$ cat src/rtl/svm_pkg.sv
// Shared definitions for the scaler, the frame sequencer and LinearSVC.
package svm_pkg;
    localparam int N_FEAT             = 39;
    localparam int DATA_W             = 32;
    localparam int MIN_GAP_DEF        = 2;
    localparam int TIMEOUT_CYCLES_DEF = 64;

    typedef enum logic [1:0] {FILL, GAP, BURST, WAIT} seq_state_t;
endpackage

$ cat src/rtl/vad_hangover.sv
// Frame hangover smoothing: a speech frame keeps the decision high for
// HANGOVER further non-speech frames. A hold request re-emits the last decision.
module vad_hangover #(
    parameter int HANGOVER = 3
) (
    input  logic clk,
    input  logic reset,
    input  logic pred_valid,
    input  logic pred,
    input  logic hold,
    output logic valid,
    output logic decision
);
    localparam int CW = (HANGOVER > 0) ? $clog2(HANGOVER + 1) : 1;

    logic [CW-1:0] ho_cnt;

    always_ff @(posedge clk) begin
        if (reset) begin
            ho_cnt   <= '0;
            valid    <= 1'b0;
            decision <= 1'b0;
        end else begin
            valid <= pred_valid | hold;
            if (pred_valid) begin
                if (pred) begin
                    ho_cnt   <= CW'(HANGOVER);
                    decision <= 1'b1;
                end else if (ho_cnt != '0) begin
                    ho_cnt   <= ho_cnt - 1'b1;
                    decision <= 1'b1;
                end else begin
                    decision <= 1'b0;
                end
            end
        end
    end
endmodule

$ cat src/rtl/svm_frame_sequencer.sv
// Captures one (possibly gapped) frame of features, replays it to LinearSVC as
// one contiguous burst, then waits for the prediction and emits a smoothed VAD decision.
module svm_frame_sequencer #(
    parameter int N_FEAT         = svm_pkg::N_FEAT,
    parameter int DATA_W         = svm_pkg::DATA_W,
    parameter int TIMEOUT_CYCLES = svm_pkg::TIMEOUT_CYCLES_DEF,
    parameter int HANGOVER       = 3,
    parameter int MIN_GAP        = svm_pkg::MIN_GAP_DEF
) (
    input  logic              clk,
    input  logic              reset,
    input  logic              s_tvalid,
    input  logic [DATA_W-1:0] s_tdata,
    input  logic              s_tlast,
    output logic              s_tready,
    output logic              svm_tvalid,
    output logic [DATA_W-1:0] svm_tdata,
    input  logic              svm_pred_valid,
    input  logic              svm_pred,
    output logic              vad_valid,
    output logic              vad_decision,
    output logic              busy,
    output logic              err_len,
    output logic              err_timeout
);
    import svm_pkg::*;

    localparam int IW      = $clog2(N_FEAT + 1);
    localparam int GW      = $clog2(MIN_GAP + 1);
    localparam int TW      = $clog2(TIMEOUT_CYCLES);
    // Decided one cycle early so the registered pulse lands TIMEOUT_CYCLES
    // cycles after the last burst word.
    localparam int TO_LAST = TIMEOUT_CYCLES - 2;

    seq_state_t                     state, state_nx;
    logic [N_FEAT-1:0][DATA_W-1:0]  fbuf;
    logic [IW-1:0]                  widx, ridx;
    logic [GW-1:0]                  gap_cnt;
    logic [TW-1:0]                  to_cnt;
    logic                           drop;

    logic acc, last_slot, frame_ok, len_bad, gap_ok, burst_end, pred_fire, timeout;

    assign s_tready  = !reset && (state == FILL);
    assign busy      = !reset && (state != FILL);
    assign acc       = s_tvalid && s_tready;
    assign last_slot = (widx == IW'(N_FEAT - 1));
    assign frame_ok  = acc && !drop && s_tlast && last_slot;
    assign len_bad   = acc && !drop && (s_tlast != last_slot);
    assign gap_ok    = (gap_cnt >= GW'(MIN_GAP));
    assign burst_end = (state == BURST) && (ridx == IW'(N_FEAT));
    assign pred_fire = (state == WAIT) && svm_pred_valid;
    assign timeout   = (state == WAIT) && !svm_pred_valid && (to_cnt == TW'(TO_LAST));

    always_comb begin
        state_nx = state;
        case (state)
            FILL:    if (frame_ok)              state_nx = GAP;
            GAP:     if (gap_ok)                state_nx = BURST;
            BURST:   if (burst_end)             state_nx = WAIT;
            WAIT:    if (pred_fire || timeout)  state_nx = FILL;
            default:                            state_nx = FILL;
        endcase
    end

    always_ff @(posedge clk) begin
        if (reset) begin
            state       <= FILL;
            widx        <= '0;
            ridx        <= '0;
            drop        <= 1'b0;
            gap_cnt     <= GW'(MIN_GAP);
            to_cnt      <= '0;
            svm_tvalid  <= 1'b0;
            svm_tdata   <= '0;
            err_len     <= 1'b0;
            err_timeout <= 1'b0;
        end else begin
            state       <= state_nx;
            err_len     <= len_bad;
            err_timeout <= timeout;

            if (svm_tvalid)   gap_cnt <= '0;
            else if (!gap_ok) gap_cnt <= gap_cnt + 1'b1;

            // After a too-long frame, words are discarded up to and including the next s_tlast.
            if (acc) begin
                if (drop) begin
                    if (s_tlast) drop <= 1'b0;
                end else if (len_bad) begin
                    widx <= '0;
                    drop <= !s_tlast;
                end else begin
                    fbuf[widx] <= s_tdata;
                    widx       <= s_tlast ? '0 : widx + 1'b1;
                end
            end

            case (state)
                GAP: if (gap_ok) begin
                    svm_tvalid <= 1'b1;
                    svm_tdata  <= fbuf[0];
                    ridx       <= IW'(1);
                end
                BURST: if (burst_end) begin
                    svm_tvalid <= 1'b0;
                    to_cnt     <= '0;
                end else begin
                    svm_tdata  <= fbuf[ridx];
                    ridx       <= ridx + 1'b1;
                end
                WAIT:    to_cnt <= to_cnt + 1'b1;
                default: ;
            endcase
        end
    end

    vad_hangover #(.HANGOVER(HANGOVER)) u_hangover (
        .clk        (clk),
        .reset      (reset),
        .pred_valid (pred_fire),
        .pred       (svm_pred),
        .hold       (timeout),
        .valid      (vad_valid),
        .decision   (vad_decision)
    );
endmodule

$ cat config.mk
export PLATFORM = sky130hd
export DESIGN_NAME = svm_frame_sequencer
export DESIGN_NICKNAME = d
export VERILOG_FILES = /design/src/rtl/svm_pkg.sv /design/src/rtl/vad_hangover.sv /design/src/rtl/svm_frame_sequencer.sv
export SDC_FILE = /design/constraint.sdc
export NUM_CORES = 1
export LEC_CHECK = 0
export BUFFER_PORTS_ARGS = -buffer_cell sky130_fd_sc_hd__buf_4
export CAP_MARGIN = 10
export CORE_MARGIN = 2
export CORE_UTILIZATION = 45
export CTS_CLUSTER_DIAMETER = 100
export DETAILED_ROUTE_END_ITERATION = 10
export PLACE_DENSITY = 0.66
export SLEW_MARGIN = 40
export SYNTH_ARGS = -nofsm -noshare
export SYNTH_HDL_FRONTEND = slang
export SYNTH_SLANG_ARGS = --single-unit
$ cat constraint.sdc
create_clock -name clk -period 4.35 [get_ports clk]
set_input_delay 0.2175 -clock clk [delete_from_list [all_inputs] [get_ports clk]]
set_output_delay 0.2175 -clock clk [all_outputs]
set_load 0.05 [all_outputs]
==> impl_metrics.toml <==
[sta]
holdWs_ns = 0.03611
max_slew_margin = 0.4420
worst_pin_slew_ns = 0.8370
drv_slew = 0
period_minus_slack_ns = 3.606
final_hold_viol_count = 0
tns_ns = 0
setup_viol = 0
period_share = 0.8291
fmax_mhz = 277.3
rsz0062_at_grt = "false"
finClkSkew_ns = 0.03165

[critical_path]
startpoint_type = "flop"
end_kind = "flop"
path_buf_inv = 2
path_max_fanout = 18
r2r_cells = 7
crit_slowest_cell = "nor2_4"
reg2reg_from = "state[0]$_SDFFE_PP0P_"
cp_data_arrival_time_ns = 4.03
crit_chain = "inv_1, ha_1, nand4bb_1, nor2_1, nand4_1, nor2_4, buf_12"
slowest_delay_ns = 0.76
path_depth = 7
r2r_end = "fbuf[705]$_DFFE_PP_"
critPathKind = "flop to flop"
setup.worst_path.end = "fbuf[705]$_DFFE_PP_"
crit_start = "state[0]$_SDFFE_PP0P_"
rrSetupSlack_ns = 0.74
required_ns = 4.78
crit_family = "simple AND/OR/NAND/NOR gates"

[placed_design]
io_buffers = 76
gp_congestion = 0.8629
postPlaceCellArea_um2 = 53660
dp_hpwl_mm = 76.58
place_inst = 3963

[die]
row_count = 123
io_pins = 77
core-area_um2 = 112200
dieHeight_um = 339.7
initial_utilization = 0.4520
dieArea_um2 = 115400
die_w_um = 339.7

[grt]
grt_pass1_wl_mm = 185.2
grt_max_degree = 90
antenna_found_initial = 1
grt_remaining_overflow = 0
grt_pass1_vias = 26060
grtUsageTotal = 0.2216

[yosys]
ys_types = 58
synth_edf_count = 1248
avgSynthCellArea_um2 = 20.67
synth-seq-cells = 1310
ys_seq_area_frac = 0.7635
synthArstFlopShare = 0
synth_area_leaders = "edfxtp_1 74%, mux4_2 13%, dfxtp_1 2.4%, mux2i_1 1.4%, nor2_1 0.80%"
syn_inst = 2454
mappedNetlistNets = 2503
synth_top_area_share = 0.7390
synthTopCellsByCount = "1248 x edfxtp_1, 284 x mux4_2, 108 x nor2_1, 82 x nand2_1, 69 x mux2i_1"
yosys_warnings = 0
yosysMostFrequentCell = "edfxtp_1"
ys.flop_type = "edfxtp_1"
mappedNetlistArea_um2 = 50710
yosys.area.top_type = "edfxtp_1"

[clock_tree]
cts_buffers = 134
cts_buffer_depth = 3
clkTransAtPathRegs_ns = 0.06
tritoncts = "yes"
ctsResizeCount = 0
post_cts_buffers = 0
root_buffer = "clkbuf_16"
hold_buffers = 37
numClockSinks = 1310
htreeDepth = 4
clock_latency_ns = 0.74

[cells_and_area]
area_growth_pct = 15.26
drive_gt1_frac = 0.2696
fin_util = 0.5210
nets = 2687
design_area_um2 = 58450
final_cells = 4250

[min_path]
holdCritStartpoint = "s_tdata[6]"
min-delay-path-class = "input pin to flop"

[route]
finalWirelength_mm = 127.8
drc_errors = 0
vias = 25810
wl_per_cell_um = 30.06
vias_per_cell = 6.073
ant_nets = 0
drtIter0Drc = 2844
firstDrtPassIters = 8

[power_and_ir_drop]
p_per_area_nw_per_um2 = 519.8
ir_worst_vdd_uv = 395.8
p_leak_nw = 17.71

[status]
run_status = "finished clean"

[flow_run]
cap_violations = 0
-- worst reg2reg max path: stages (launching register included) --
cell and delay [ns]:
dfxtp_1 0.34, inv_1 0.14, ha_1 0.37, nand4bb_1 0.45
nor2_1 0.38, nand4_1 0.59, nor2_4 0.76, buf_12 0.26
-- per-stage QoR --
step	power, mW	setup slack [ns]
4_1_cts	30.60	0.7724
6_report	30.38	0.7435
5_1_grt	31.32	0.4884
2_1_floorplan	17.88	0.8013
3_5_place_dp	19.37	0.8152
3_3_place_gp	19.29	0.9381
-- per-layer routing --
metal / track usage / vias up / routed length [um]
met5: 0 / - / 0
met4: 0.08011 / 0 / 4238
met3: 0.03545 / 205 / 9381
met2: 0.3567 / 1114 / 62450
met1: 0.3084 / 13840 / 51700
li1: - / 10650 / -
-- report_power, final --
group / switching [mW] / internal, mW / total [mW]
combinational: 2.53 / 2.11 / 4.65
clock: 4.71 / 6.58 / 11.3
sequential: 0.435 / 14.0 / 14.4
total: 7.68 / 22.7 / 30.4
-- cells in the final DEF, fill, tap and decap left out, drive strengths merged, types with 3 or more instances in the layout --
cell / n
a22oi: 31
edfxtp: 1248
a311oi: 3
o2111ai: 31
nand3: 6
xor2: 10
mux2i: 69
o21ai: 12
a2111oi: 6
a211oi: 33
ha: 11
nor3: 8
xnor2: 3
nor2: 109
o22ai: 61
nand2: 82
clkbuf: 171
dlygate4sd3: 37
dfxtp: 62
a21oi: 40
nor2b: 5
buf: 160
nand4: 9
bufinv: 10
or3b: 3
a2bb2oi: 33
a21o: 32
or3: 4
mux4: 284
inv: 18
clkinv: 62
o22a: 31
mux2: 35
-- how the worst min path moves through the flow --
stage                                         to  slack (ns)  depth (start not counted)
final                        fbuf[294]$_DFFE_PP_        0.04                          1
after global routing         fbuf[326]$_DFFE_PP_        0.03                          1
after CTS                    fbuf[422]$_DFFE_PP_       0.003                          1
after detailed placement  err_timeout$_SDFF_PP0_        0.43                          2
after global placement    err_timeout$_SDFF_PP0_        0.43                          2
after floorplan           err_timeout$_SDFF_PP0_        0.30                          1
-- flip-flops by register name, summed over array words and instances, names as in the netlist --
register             count
u_hangover.decision      1
svm_tdata               32
err_len                  1
state                    2
u_hangover.ho_cnt        2
widx                     6
u_hangover.valid         1
drop                     1
svm_tvalid               1
ridx                     6
gap_cnt                  2
fbuf                  1248
err_timeout              1
to_cnt                   6
-- cell type report --
class                           count  area [um2]
Antenna cell                        1       2.502
Clock buffer                      170        3666
Clock inverter                     77       684.4
Fill cell                        8566       53740
Inverter                           15       57.56
Multi-Input combinational cell    979       11570
Sequential cell                  1310       38730
Tap cell                         1500        1877
Timing Repair Buffer              198        1861
-- cell families after synthesis --
| family | after synthesis | synth area share |
|---|---|---|
| simple gates | 241 | 0.02065 |
| fa+ha+maj | 11 | 0.002714 |
| flops | 1310 | 0.7635 |
| xor+xnor | 13 | 0.002245 |
| buf+inv | 165 | 0.01599 |
| mux | 388 | 0.1475 |
| compound gates | 326 | 0.04742 |
(Power assumes the default switching activity.)
